[src/rtl/ring_buffer_unloader.sv]
// ring_buffer_unloader: streams each 8-beat burst from the DDR read ring buffer to the host return path (`define RB_UNLOAD_PARITY_EN adds out_par)
module ring_buffer_unloader #(
    parameter int WIDTH = 16,
    parameter int DEPTH = 8,
    parameter int PTR_W = 3
) (
    input  logic             clk,
    input  logic             reset,
    input  logic             fill_done,
    input  logic [PTR_W-1:0] start_ptr,
    output logic [PTR_W-1:0] readPtr,
    input  logic [WIDTH-1:0] rb_dout,
    output logic [WIDTH-1:0] out_data,
    output logic             out_valid,
    input  logic             out_ready,
    output logic             out_last,
    output logic             busy,
    output logic             overrun
`ifdef RB_UNLOAD_PARITY_EN
    ,output logic            out_par
`endif
);
    typedef enum logic [1:0] {IDLE, UNLOAD, DRAIN} state_t;
    localparam logic [PTR_W:0]   CNT_FULL  = (PTR_W+1)'(DEPTH);
    localparam logic [PTR_W-1:0] RECV_LAST = PTR_W'(DEPTH - 1);
    state_t           state, state_nxt;
    logic [PTR_W:0]   issue_cnt, issue_cnt_nxt;
    logic [PTR_W-1:0] recv_cnt, ptr_nxt;
    logic             rd_q, rd_nxt, xfer, load_out, skid_valid, skid_en, issue;
    logic [1:0]       held;
    logic [WIDTH-1:0] skid_data, out_nxt;

    assign busy     = state != IDLE;
    assign out_last = out_valid && recv_cnt == RECV_LAST;

    // next state, read issue under credit, and routing of captured data
    always_comb begin
        xfer          = out_valid && out_ready;
        load_out      = !out_valid || xfer;
        held          = 2'(out_valid) + 2'(skid_valid) + 2'(rd_q) - 2'(xfer);
        issue         = state == UNLOAD && issue_cnt < CNT_FULL && held < 2'd2;
        out_nxt       = skid_valid ? skid_data : rb_dout;
        skid_en       = rd_q && (skid_valid || !load_out);
        state_nxt     = state;
        ptr_nxt       = issue ? readPtr + PTR_W'(1) : readPtr;
        issue_cnt_nxt = issue ? issue_cnt + (PTR_W+1)'(1) : issue_cnt;
        rd_nxt        = issue;
        if (state == IDLE && fill_done) begin
            state_nxt     = UNLOAD;
            ptr_nxt       = start_ptr;
            issue_cnt_nxt = (PTR_W+1)'(1);
            rd_nxt        = 1'b1;
        end
        if (state == UNLOAD && issue_cnt == CNT_FULL) state_nxt = DRAIN;
        if (state == DRAIN && xfer && out_last) state_nxt = IDLE;
    end

    // state, read pointer, output register, skid register and sticky overrun
    always_ff @(posedge clk) begin
        if (!reset) begin
            state      <= IDLE;
            readPtr    <= '0;
            issue_cnt  <= '0;
            recv_cnt   <= '0;
            rd_q       <= 1'b0;
            out_data   <= '0;
            out_valid  <= 1'b0;
            skid_data  <= '0;
            skid_valid <= 1'b0;
            overrun    <= 1'b0;
`ifdef RB_UNLOAD_PARITY_EN
            out_par    <= 1'b0;
`endif
        end else begin
            state      <= state_nxt;
            readPtr    <= ptr_nxt;
            issue_cnt  <= issue_cnt_nxt;
            rd_q       <= rd_nxt;
            if (xfer) recv_cnt <= recv_cnt + PTR_W'(1);
            if (load_out) out_valid <= skid_valid || rd_q;
            if (load_out && (skid_valid || rd_q)) out_data <= out_nxt;
`ifdef RB_UNLOAD_PARITY_EN
            if (load_out && (skid_valid || rd_q)) out_par <= ^out_nxt;
`endif
            skid_valid <= load_out ? skid_valid && rd_q : skid_valid || rd_q;
            if (skid_en) skid_data <= rb_dout;
            if (fill_done && state != IDLE) overrun <= 1'b1;
        end
    end
endmodule

[config.mk]
export PLATFORM = sky130hd
export DESIGN_NAME = ring_buffer_unloader
export DESIGN_NICKNAME = d
export VERILOG_FILES = /design/src/rtl/ring_buffer_unloader.sv
export SDC_FILE = /design/constraint.sdc
export NUM_CORES = 1
export LEC_CHECK = 0
export ABC_AREA = 1
export CORE_UTILIZATION = 54
export CTS_CLUSTER_SIZE = 30
export DETAILED_ROUTE_END_ITERATION = 6
export GPL_TIMING_DRIVEN = 0
export PLACE_DENSITY_LB_ADDON = 0.25
export SLEW_MARGIN = 5
export SYNTH_ARGS = -nofsm -noshare
export SYNTH_HDL_FRONTEND = slang
export SYNTH_SLANG_ARGS = --single-unit
[constraint.sdc]
create_clock -name clk -period 3.8 [get_ports clk]
set_clock_uncertainty 0.2 [all_clocks]
set_input_delay 0.38 -clock clk [delete_from_list [all_inputs] [get_ports clk]]
set_output_delay 0.38 -clock clk [all_outputs]
set_load 0.005 [all_outputs]
==> implementation parameters <==
Parameter                              Value

Floorplan
  Floorplan Core Area ... 3720 um2
  Floorplan row count ... 22
  Ports ... 46
  Width of the die ... between 60 and 70 um
  Die footprint ... 4220 um2
  Chip height ... 64.9 um
  Initial Utilization ... 57.5%

Clock tree
  Number of buffers created by CTS ... 5
  Post-CTS setup buffers ... 0
  Cells resized by post-CTS repair ... 0
  Source-to-sink clock delay at the later pin of the worst-skew pair ... 300 ps
  Number of H-tree branching levels ... 2
  Clock transition at path regs ... ~80 ps
  Longest Clk Path Bufs ... 2
  Clk root buf ... sky130_fd_sc_hd__clkbuf_8
  Number of clock sinks ... between 40 and 50
  Count of hold buffers inserted by post-cts repair ... 0
  CTS tree ... built

Timing
  Number of pins exceeding their max-slew limit in the final report ... 0
  Final setup violation count ... 0
  Final critical-path required period ... 2380 ps
  Final Hold Viols ... 0
  RSZ-0062 raised after global routing ... no
  Rel. slew slack ... 68.0%
  Final setup TNS ... 0 ps
  Tcrit/Tclk final ... 62.6%
  Upper clock frequency limit ... 0.420 GHz
  Slew @ Worst Pin ... roughly 480 ps

Route
  Per-cell routed wire length ... 11.6 um
  Vias after detailed routing ... around 2000
  Remaining routing DRC violations ... 0
  Wire length after detailed routing ... ~4600 um
  Via density ... between 4 and 5
  First-pass iteration count of the detailed router ... 4
  Detailed Route Iter0 Violations ... 116
  Remaining number of nets flagged by the antenna check after routing ... 0

Flow run
  Max Cap Violations ... 0

Final layout
  Post-layout nets ... 381
  Synth-to-Final Area Change ... 27.5%
  Number of diodes added for antenna fixing ... 0
  Count of non-filler cells in the finished layout ... roughly 400
  # fillers ... 326
  Fraction of final layout cells sized beyond drive strength 1 ... 6.84%

Pwr
  Switching fraction of total power ... around a quarter
  Power dissipated by switching net loads ... 0.271 mW
  Comb power frac ... approximately 18%
  Internal power ... 0.759 mW
  Highest ir drop seen on vdd ... 311 uV
  Clock network fraction of design power ... 28.0%
  Total power density per cell area ... 378 nW/um2
  Static Leak ... 1.25 nW
  Sequential group share of total power ... between 50% and 60%

Global route
  Global-route wire length before repair ... 8090 um
  Number of antenna violations at the first check in global routing ... 0
  Total GRT Usage ... 25.1%
  Largest net degree at the start of global routing ... 14
  Final global-route overflow total ... 0
  Number of global-route vias before repair ... 1910

Synthesis
  Largest family of logic cells by synthesized area ... simple AND/OR/NAND/NOR gates
  Top cells by count, synth ... sky130_fd_sc_hd__nor2_1, sky130_fd_sc_hd__nand2_1, sky130_fd_sc_hd__dfxtp_1
  Post-synth top area share ... between 40% and 50%
  Primary FF master, synth ... sky130_fd_sc_hd__dfxtp_1
  Most common cell in the synthesized netlist ... sky130_fd_sc_hd__nor2_1
  Synthesized area divided by synthesized cell count ... 7.15 um2
  Cell area after synthesis ... 2140 um2
  Post-Synth Simple-Gate Area ... 24.9%
  Cell accounting for the most synthesized area ... sky130_fd_sc_hd__dfxtp_1
  Distinct cells, synth ... 21
  Area share of fa/ha/maj cells after synthesis ... 4.10%
  Cell types with the largest area share after synthesis ... sky130_fd_sc_hd__dfxtp_1, sky130_fd_sc_hd__nor2_1, sky130_fd_sc_hd__o21ai_0
  Number of nets produced by synthesis ... 329
  FFs w/ async S/R, synth ... 0%
  Sequential-to-total area share from yosys stat ... 44.9%
  Mux contribution to synthesized area ... 0%
  Count of flip-flops with a built-in enable after synthesis ... 0
  Compound-gate portion of the synthesized area ... 16.0%
  Gate count of the mapped netlist ... ~300
  Xor/xnor share of the synthesized area ... 0.819%
  Number of register bits inferred by synthesis ... 48
  Syn. warnings ... 0

Worst setup path
  CP max FO ... 4
  Crit Path Class ... input pin to flop
  WP data required ... 3840 ps
  CP endpoint kind ... flop
  Arrival time reported for the critical path endpoint ... 2420 ps
  Startpoint type of the worst setup path ... input pin

Place
  Global placement routability congestion ... 0.782
  Detailed placement HPWL ... 3290 um
  Port-buffer cells ... 45
  Placed Cells ... 392

Hold path
  Class of the tightest hold or removal check ... flop to flop

Outcome
  Result of the run ... finished, final reports clean
[per-layer routing]
layer | global-route usage, % | up-vias | routed length [um] | part of all wire [%]
met5 | 0 | - | 0 | 0
met4 | 11.9 | 0 | 75 | 1.6
met3 | 4.40 | 7 | 202 | 4.4
met2 | 42.8 | 49 | 2210 | 48
met1 | 30.1 | 885 | 2150 | 46
li1 | - | 1045 | - | -
[critical path, stage by stage]
cell,delay (ps)
sky130_fd_sc_hd__clkdlybuf4s50_1,430
sky130_fd_sc_hd__nand2_1,150
sky130_fd_sc_hd__inv_1,110
sky130_fd_sc_hd__ha_1,290
sky130_fd_sc_hd__inv_1,40
sky130_fd_sc_hd__ha_1,270
sky130_fd_sc_hd__nand2_1,90
sky130_fd_sc_hd__nand2_1,50
sky130_fd_sc_hd__nand2_1,80
sky130_fd_sc_hd__inv_1,50
sky130_fd_sc_hd__nor2_1,260
sky130_fd_sc_hd__nand2_1,90
sky130_fd_sc_hd__a21oi_1,130
[kinds of logic after synthesis]
family / after synthesis
and+or+nand+nor: 136
DFF: 48
AOI/OAI and AO/OA: 64
adders and majority gates: 7
xor gates and xnor gates: 2
buffers and inverters: 42
[power by group through the flow]
stage               logic [mW]  registers (mW)  clock network, mW
floorplan               0.0905           0.566                  0
global placement         0.181           0.566                  0
detailed placement       0.185           0.567                  0
CTS                      0.187           0.555              0.291
global route             0.210           0.560              0.313
finish                   0.186           0.555              0.289
[state kept, by name, summed over array words and instances, names as in the netlist]
register and flops:
issue_cnt 4, recv_cnt 3, rd_q 1, skid_data 16, skid_valid 1, overrun 1
out_valid 1, readPtr 3, state 2, out_data 16
[cells in the final DEF, fill, tap and decap left out]
cell                               n
sky130_fd_sc_hd__a21oi_1          16
sky130_fd_sc_hd__a21oi_4           2
sky130_fd_sc_hd__buf_1             1
sky130_fd_sc_hd__buf_2             4
sky130_fd_sc_hd__buf_6             4
sky130_fd_sc_hd__clkbuf_1          3
sky130_fd_sc_hd__clkbuf_8          5
sky130_fd_sc_hd__clkdlybuf4s50_1  45
sky130_fd_sc_hd__clkinv_2          1
sky130_fd_sc_hd__dfxtp_1          48
sky130_fd_sc_hd__ha_1              7
sky130_fd_sc_hd__inv_1            27
sky130_fd_sc_hd__inv_2             3
sky130_fd_sc_hd__inv_6             1
sky130_fd_sc_hd__nand2_1          56
sky130_fd_sc_hd__nand2_2           2
sky130_fd_sc_hd__nand3_1           4
sky130_fd_sc_hd__nand3_2           1
sky130_fd_sc_hd__nor2_1           70
sky130_fd_sc_hd__nor3_1            2
sky130_fd_sc_hd__o21ai_0          44
sky130_fd_sc_hd__o21ai_1           2
sky130_fd_sc_hd__or2_2             1
sky130_fd_sc_hd__xor2_1            2
[cell type report]
| cell class | count | area, um2 | share of cell area, % |
|---|---|---|---|
| Clock inverter | 1 | 5.00 | 0.184 |
| Sequential cell | 48 | 961 | 35.2 |
| Timing Repair Buffer | 45 | 450 | 16.5 |
| Multi-Input combinational cell | 209 | 980 | 35.9 |
| Clock buffer | 6 | 72.6 | 2.66 |
| Buffer | 11 | 76.3 | 2.80 |
| Inverter | 31 | 121 | 4.45 |
| Tap cell | 48 | 60.1 | 2.20 |
[path summary, 6_finish.rpt]
path	start	endpoint	slack [ps]	cells past startpoint
worst min register to register	issue_cnt[3]	issue_cnt[3]	280	2
worst max register to register	out_valid	issue_cnt[1]	1540	12
worst max-delay path	out_ready	issue_cnt[1]	1420	13
worst min-delay path	issue_cnt[3]	issue_cnt[3]	280	2
[stage by stage]
step	hold WS [ps]	instance area (um2)	setup slack, ps	power [mW]	util [%]
2_1_floorplan	243	2140	1820	0.657	-
3_3_place_gp	250	2650	1180	0.747	71.3
3_5_place_dp	270	2650	1140	0.752	71.3
4_1_cts	284	2730	1420	1.03	73.4
5_1_grt	293	2730	1220	1.08	73.4
6_report	282	2730	1420	1.03	73.4
No activity file was read; power rests on OpenSTA's default activity.
